$ cat src/rtl/fetch_ctrl.sv
// Instruction-fetch sequencing controller: reset/boot/run/flush state machine,
// PC-select and kill generation, and IMEM port-A arbitration between loader and store path.
module fetch_ctrl #(
    parameter int FLUSH_CYCLES  = 1,
    parameter bit BOOT_ON_RESET = 1'b1
) (
    input  logic        clk,
    input  logic        rst,
    input  logic        boot_go,
    input  logic        stall_req,
    input  logic        redirect_valid,
    input  logic        ld_req,
    input  logic [13:0] ld_addr,
    input  logic [31:0] ld_data,
    input  logic [3:0]  ld_be,
    input  logic        st_req,
    input  logic [13:0] st_addr,
    input  logic [31:0] st_data,
    input  logic [3:0]  st_be,
    output logic        ld_gnt,
    output logic        st_gnt,
    output logic [3:0]  imem_wea,
    output logic [13:0] imem_addra,
    output logic [31:0] imem_dina,
    output logic [1:0]  pc_sel,
    output logic        inst_kill,
    output logic [1:0]  state_o
);

    typedef enum logic [1:0] {
        S_RESET = 2'b00,
        S_BOOT  = 2'b01,
        S_RUN   = 2'b10,
        S_FLUSH = 2'b11
    } state_t;

    localparam logic [1:0] PC_RST  = 2'b00;
    localparam logic [1:0] PC_HOLD = 2'b01;
    localparam logic [1:0] PC_INC  = 2'b10;
    localparam logic [1:0] PC_REDIR = 2'b11;

    localparam logic [2:0] FLUSH_LOAD = 3'(FLUSH_CYCLES);

    state_t     state;
    logic [2:0] flush_cnt;
    logic       boot_phase;

    // Valid/ready: a request is accepted only in a cycle where its grant is high;
    // an ungranted requester keeps its request and payload stable until granted.

    always_ff @(posedge clk or posedge rst) begin
        if (rst) begin
            state     <= S_RESET;
            flush_cnt <= 3'd0;
        end else begin
            case (state)
                S_RESET: state <= BOOT_ON_RESET ? S_BOOT : S_RUN;
                S_BOOT: begin
                    if (boot_go)
                        state <= S_RUN;
                end
                S_RUN: begin
                    if (redirect_valid) begin
                        state     <= S_FLUSH;
                        flush_cnt <= FLUSH_LOAD;
                    end
                end
                S_FLUSH: begin
                    if (redirect_valid) begin
                        flush_cnt <= FLUSH_LOAD;
                    end else if (!stall_req) begin
                        // Stalled cycles do not count toward the bubble budget.
                        if (flush_cnt <= 3'd1) begin
                            flush_cnt <= 3'd0;
                            state     <= S_RUN;
                        end else begin
                            flush_cnt <= flush_cnt - 3'd1;
                        end
                    end
                end
                default: state <= S_RESET;
            endcase
        end
    end

    assign boot_phase = (state == S_RESET) || (state == S_BOOT);
    assign state_o    = state;

    always_comb begin
        pc_sel    = PC_RST;
        inst_kill = 1'b1;
        if (!rst && !boot_phase) begin
            if (redirect_valid)
                pc_sel = PC_REDIR;
            else if (stall_req)
                pc_sel = PC_HOLD;
            else
                pc_sel = PC_INC;
            inst_kill = (state == S_FLUSH) || redirect_valid;
        end
    end

    always_comb begin
        ld_gnt     = 1'b0;
        st_gnt     = 1'b0;
        imem_wea   = 4'h0;
        imem_addra = 14'h0;
        imem_dina  = 32'h0;
        if (!rst) begin
            if (boot_phase) begin
                ld_gnt = ld_req;
            end else begin
                st_gnt = st_req;
                ld_gnt = ld_req & ~st_req;
            end
        end
        if (st_gnt) begin
            imem_wea   = st_be;
            imem_addra = st_addr;
            imem_dina  = st_data;
        end else if (ld_gnt) begin
            imem_wea   = ld_be;
            imem_addra = ld_addr;
            imem_dina  = ld_data;
        end
    end

endmodule

$ cat config.mk
export PLATFORM = sky130hd
export DESIGN_NAME = fetch_ctrl
export DESIGN_NICKNAME = d
export VERILOG_FILES = /design/src/rtl/fetch_ctrl.sv
export SDC_FILE = /design/constraint.sdc
export NUM_CORES = 1
export LEC_CHECK = 0
export CAP_MARGIN = 20
export CORE_MARGIN = 3
export CORE_UTILIZATION = 19
export DETAILED_ROUTE_END_ITERATION = 16
export HOLD_SLACK_MARGIN = 0.08
export PLACE_DENSITY = 0.88
export SYNTH_ARGS = -nofsm -noshare
export SYNTH_HDL_FRONTEND = slang
export SYNTH_SLANG_ARGS = --single-unit
$ cat constraint.sdc
create_clock -name clk -period 1.4 [get_ports clk]
set_input_delay 0.14 -clock clk [delete_from_list [all_inputs] [get_ports clk]]
set_output_delay 0.14 -clock clk [all_outputs]
set_load 0.02 [all_outputs]
After elaboration in Yosys (flattened, before gate mapping)
Cells that the tools add are included.
Widths: inputs -> output; s select.
- reductions and logical operators: 9
- $lt $le $gt $ge: 1
- mux-type cells: 25
- bitwise operators: 2
- add/sub/neg operators: 1
- equality and inequality tests: 9
- operators by type and width (operator ; number):
    $mux 32 ; 2
    $mux 14 ; 2
    $mux 2 ; 8
    $mux 3 ; 4
    $ne 2x2->1 const B ; 5
    $mux 4 ; 2
    $pmux 2 s4 ; 1
    $pmux 3 s2 ; 1
    $mux 1 ; 5
    $reduce_and 5->1 ; 1
    $eq 2x2->1 const B ; 2
    $le 3x1->1 const B ; 1
    $ne 3x3->1 const B ; 1
    $reduce_and 3->1 ; 1
    $sub 3x1->3 const B ; 1
    $eq 2x1->1 const B ; 1
    $logic_not 1->1 ; 2
    $logic_not 2->1 ; 1
    $logic_or 1x1->1 ; 2
    $reduce_bool 2->1 ; 1
    $and 1x1->1 ; 1
    $logic_and 1x1->1 ; 1
    $not 1->1 ; 1
- flip-flop bits (word level): 5
- logic and storage cells: 49
- bits of input ports: 107
- output and inout bits: 57

Logic depth before layout (Yosys ltp)
- word-level depth: 6
- mapped depth: 6
- mapped depth without buffers: 5

Worst setup path before layout
No wires, ideal clock.
- path type: register -> output
- start: register state[1] (netlist: state_o[1])
- end: output port imem_addra[10]
- setup slack: -0.081 ns
- data required time: 1.260 ns
- buffers on the path: 3
- data arrival time: 1.341 ns
- cell stages (with the launch flop): 6
- cell sequence: dfrtp_1 buf_6 and3_1 buf_2 buf_6 a22o_1
- elaborated cells on any way between the ends: 9
- classes of those cells: eq/ne: 1; mux: 6; reduce/logical: 2
- RTL lines (element ; line ; RTL):
    start, declared ; 44 ; state_t state;
    start signal, assigned ; 57 ; S_RESET: state <= BOOT_ON_RESET ? S_BOOT : S_RUN;
    $eq 2x1->1 / $logic_not 2->1 (equally long branches) ; 86 ; assign boot_phase = (state == S_RESET) || (state == S_BOOT);
    $logic_or 1x1->1 * ; 86 ;
    $mux 1 * ; 110 ; if (boot_phase) begin
    $mux 1 * ; 109 ; if (!rst) begin
    via st_gnt ; 21 ; output logic st_gnt,
    $mux 14 * ; 117 ; if (st_gnt) begin
    end, declared ; 23 ; output logic [13:0] imem_addra,
Mark *: on every way through the listed nets, which the timed path passes. The rest lies on a longest branch.

Final worst setup path
- start: register state[1] (netlist: state_o[1])
- end: output port imem_addra[3]
- longest elaborated chain between the ends: 6
- elaborated cells on any way between the ends: 9
- classes of those cells: eq/ne: 1; mux: 6; reduce/logical: 2
- RTL lines (element ; line ; RTL):
    $eq 2x1->1 / $logic_not 2->1 (equally long branches) ; 86 ;
    $logic_or 1x1->1 * ; 86 ;
    $mux 1 ; 110 ;
    $mux 1 ; 109 ;
    $mux 14 ; 121 ; end else if (ld_gnt) begin
    $mux 14 * ; 117 ;
Mark *: on every way between the ends. The rest lies on a longest branch, timed or not.

==> implementation parameters <==
Parameter                              Value

Placement
  Placed wire-length estimate after detailed placement    between 5000 and 6000 um
  Area post-placement    about 3100 um^2
  Routability Congestion    0.797
  Port Buffers    163

STA
  Setup TNS    -7.60 ns
  Final hold violation count    0
  Unrepaired setup endpoints after global routing    true
  Share of the cycle needed by the critical path after routing    112%
  Relative slew margins    81.6%
  Transition time at the pin with the least slew margin    about 0.27 ns
  Number of setup violations in the final report    between 50 and 60
  Pins over their slew limit    0
  Final worst-path setup slack    -0.175 ns
  Highest attainable clock frequency    0.635 GHz
  Tmin final    about 1.6 ns
  Clock Skews    ~0.00097 ns

Floorplanning
  Die outline area    ~5700 um^2
  Die height    75.5 um
  Core Region    approximately 4500 um^2
  Top-level port count    ~160
  Chip Width    around 76 um
  Number of placement rows    24
  Initial Utilization    between 20% and 30%

Route
  DRT iter0 DRCs    61
  Total routed wirelength    ~7000 um
  Sum of routed wire segments on met1    around 2600 um
  Routed length on met2    around 4100 um
  Average detailed-routed wire length per instance    between 20 and 25 um
  Sum of met3 wire segment lengths after detailed routing    between 400 and 500 um
  DR vias/cell    4.99
  Router iterations before antenna repair    4
  Highest metal used    met4
  ANT nets after route    0
  DRC    0
  Total number of vias    1666

Synthesis
  Synth cell count leaders    50 x sky130_fd_sc_hd__a22o_1, 12 x sky130_fd_sc_hd__buf_6, 5 x sky130_fd_sc_hd__dfrtp_1
  Cell types occupying the most area after synthesis    sky130_fd_sc_hd__a22o_1 48%, sky130_fd_sc_hd__buf_6 15%, sky130_fd_sc_hd__dfrtp_1 14%
  Count of different cell masters after synthesis    24
  Post-synthesis async set-or-reset flop share    100%
  EDFF count, synth    0
  Post-synth top flop    sky130_fd_sc_hd__dfrtp_1
  Largest area contributor in the netlist    sky130_fd_sc_hd__a22o_1
  Post-synth design cell area    between 900 and 1000 um^2
  Syn. warnings    0
  Register area share after synthesis    13.6%
  Synthesized net count    210
  Synth top area share    between 40% and 50%
  Register bit total from synthesis    5
  Count of mapped cells out of synthesis    between 100 and 150
  Avg Cell Area, Syn    9.09 um^2
  Leading cell type by number of instances after synthesis    sky130_fd_sc_hd__a22o_1

Clock network
  Number of sinks on the clock net    5
  Clock network latency to the later pin of the worst-skew pair    roughly 0.23 ns
  Cell at the root of the clock tree    sky130_fd_sc_hd__clkbuf_8
  Clock-pin slew of the registers on the worst-case setup and hold paths    0.04 ns
  Maximum clock path buffer count    2
  CTS Buf Count    3
  TritonCTS clock tree    done
  CTS H-Tree Depth    1

Pwr
  Internal power consumption    around 1.1 mW
  Total power draw    roughly 1.6 mW
  Switching Power    between 0.5 and 0.6 mW
  Sw Ratio    32.8%
  Power density relative to cell area    between 400 and 500 nW/um^2
  Proportion of power drawn by combinational gates    72.1%
  Clk network pwr share    roughly 18%
  Leakage power of the design    between 1.5 and 2 nW
  Seq pwr share    10.3%
  Worst VDD drop    around 0.57 mV

Global routing
  Aggregate global routing overflow    0
  Vias in the first global route    around 1600
  Initial antenna violation count    0
  First-pass GRT wire length    about 8500 um
  Total Routing Usage GR    19.6%
  Maximum number of pins on one net before global-route repair    23

Setup path
  Largest fanout of any net on the critical path    11
  Worst setup EP type    output port
  Category of the worst setup path launch point    flip-flop
  FF-to-FF setup slack    about 0.040 ns
  Data required, critical path    around 1.3 ns
  Cell with the largest stage delay on the worst path    sky130_fd_sc_hd__dfrtp_2
  Largest incremental delay on the critical path    around 0.42 ns
  Data arrival, critical path    ~1.4 ns
  Crit path kind    reg2out
  Worst path cell trace    and3_4, clkbuf_16, a22o_4, buf_6

Status
  Run status    finished, violations left
  Failing checks    setup timing

Cells and area
  Area growth from synthesis to layout    274%
  Antenna Cells    0
  Cell area after layout    approximately 3400 um^2
  Final net count    between 300 and 400
  Layout cells sized above 1    51.1%

Worst hold path
  Min-Delay Path Class    in2reg

Run
  Number of maximum-capacitance constraint violations    0
==> cells by family after synthesis <==
| group | Yosys count | share of synthesized area, % |
|---|---|---|
| compound gates | 61 | 56.3 |
| buf+inv | 17 | 16.9 |
| simple gates | 15 | 9.40 |
| flops | 5 | 13.6 |
| fa+ha+maj | 2 | 2.72 |
| mux | 1 | 1.09 |
==> stage by stage <==
stage	utilization, %	hold WS, ns	std cells	setup slack (ns)
global route	76.2	0.554	334	-0.208
CTS	70.8	0.532	323	-0.176
floorplan	-	-0.0561	101	-0.000230
detailed placement	68.1	0.520	317	-0.620
global placement	68.1	0.492	317	-0.590
finish	76.2	0.538	334	-0.175
==> timing repair <==
item,4_1_cts,5_1_grt
hold buffers,1,0
setup endpoints to repair,57,55
gates cloned,1,8
setup buffers,0,3
pin swaps,0,3
hold endpoints to repair,5,0
resized for setup,320,23
==> power by group through the flow <==
stage	registers, mW	logic [mW]	clock network [mW]
2_1_floorplan	0.167	0.439	0
3_3_place_gp	0.161	0.996	0
3_5_place_dp	0.161	1.01	0
4_1_cts	0.160	1.06	0.285
5_1_grt	0.163	1.18	0.290
6_report	0.162	1.13	0.274
==> critical path: cells and delay by family, from the launching register on <==
family	cells	cell delay, ns
AOI/OAI and AO/OA	1	0.25
and+or+nand+nor	1	0.22
DFF	1	0.42
buffers and inverters	2	0.32
==> final cells by class <==
type	instances	area [um^2]
clock buffers	4	45.0
fillers	292	1070
inverters	4	15.0
multi-input cells	80	1120
flip-flops and latches	5	126
well taps	52	65.1
repair buffers	189	2060
==> cells in the final DEF, fill, tap and decap left out, drive strengths merged, types with 2 or more instances in the layout <==
master         netlist  final
dfrtp                5      5
inv                  4      4
buf                 13     74
a32o                 2      2
a22o                50     50
a21oi                2      2
nor2                 4      4
o21ai                3      3
clkdlybuf4s50        0    104
nor2b                2      2
dlygate4sd2          0      3
and3                 2      3
clkbuf               0     10
ha                   2      2
nand2                2      2
==> layer usage <==
layer  vias to the layer above  track usage, %
li1                        783               -
met1                       803            20.9
met2                        75            39.7
met3                         5            3.17
met4                         0            4.27
met5                         -               0
==> registers in the layout (all words and copies together) (netlist names) <==
name and count:
state_o 2, flush_cnt 3
==> path summary, 6_finish.rpt <==
path                              start       endpoint  cells after the start
min in group asynchronous           rst   flush_cnt[0]                      4
max in group asynchronous           rst     state_o[1]                      4
hold / removal                  boot_go     state_o[1]                      2
setup reg to reg           flush_cnt[0]   flush_cnt[1]                      4
setup / recovery             state_o[1]  imem_addra[3]                      4
hold reg to reg            flush_cnt[2]   flush_cnt[2]                      1
(Power assumes the default switching activity.)
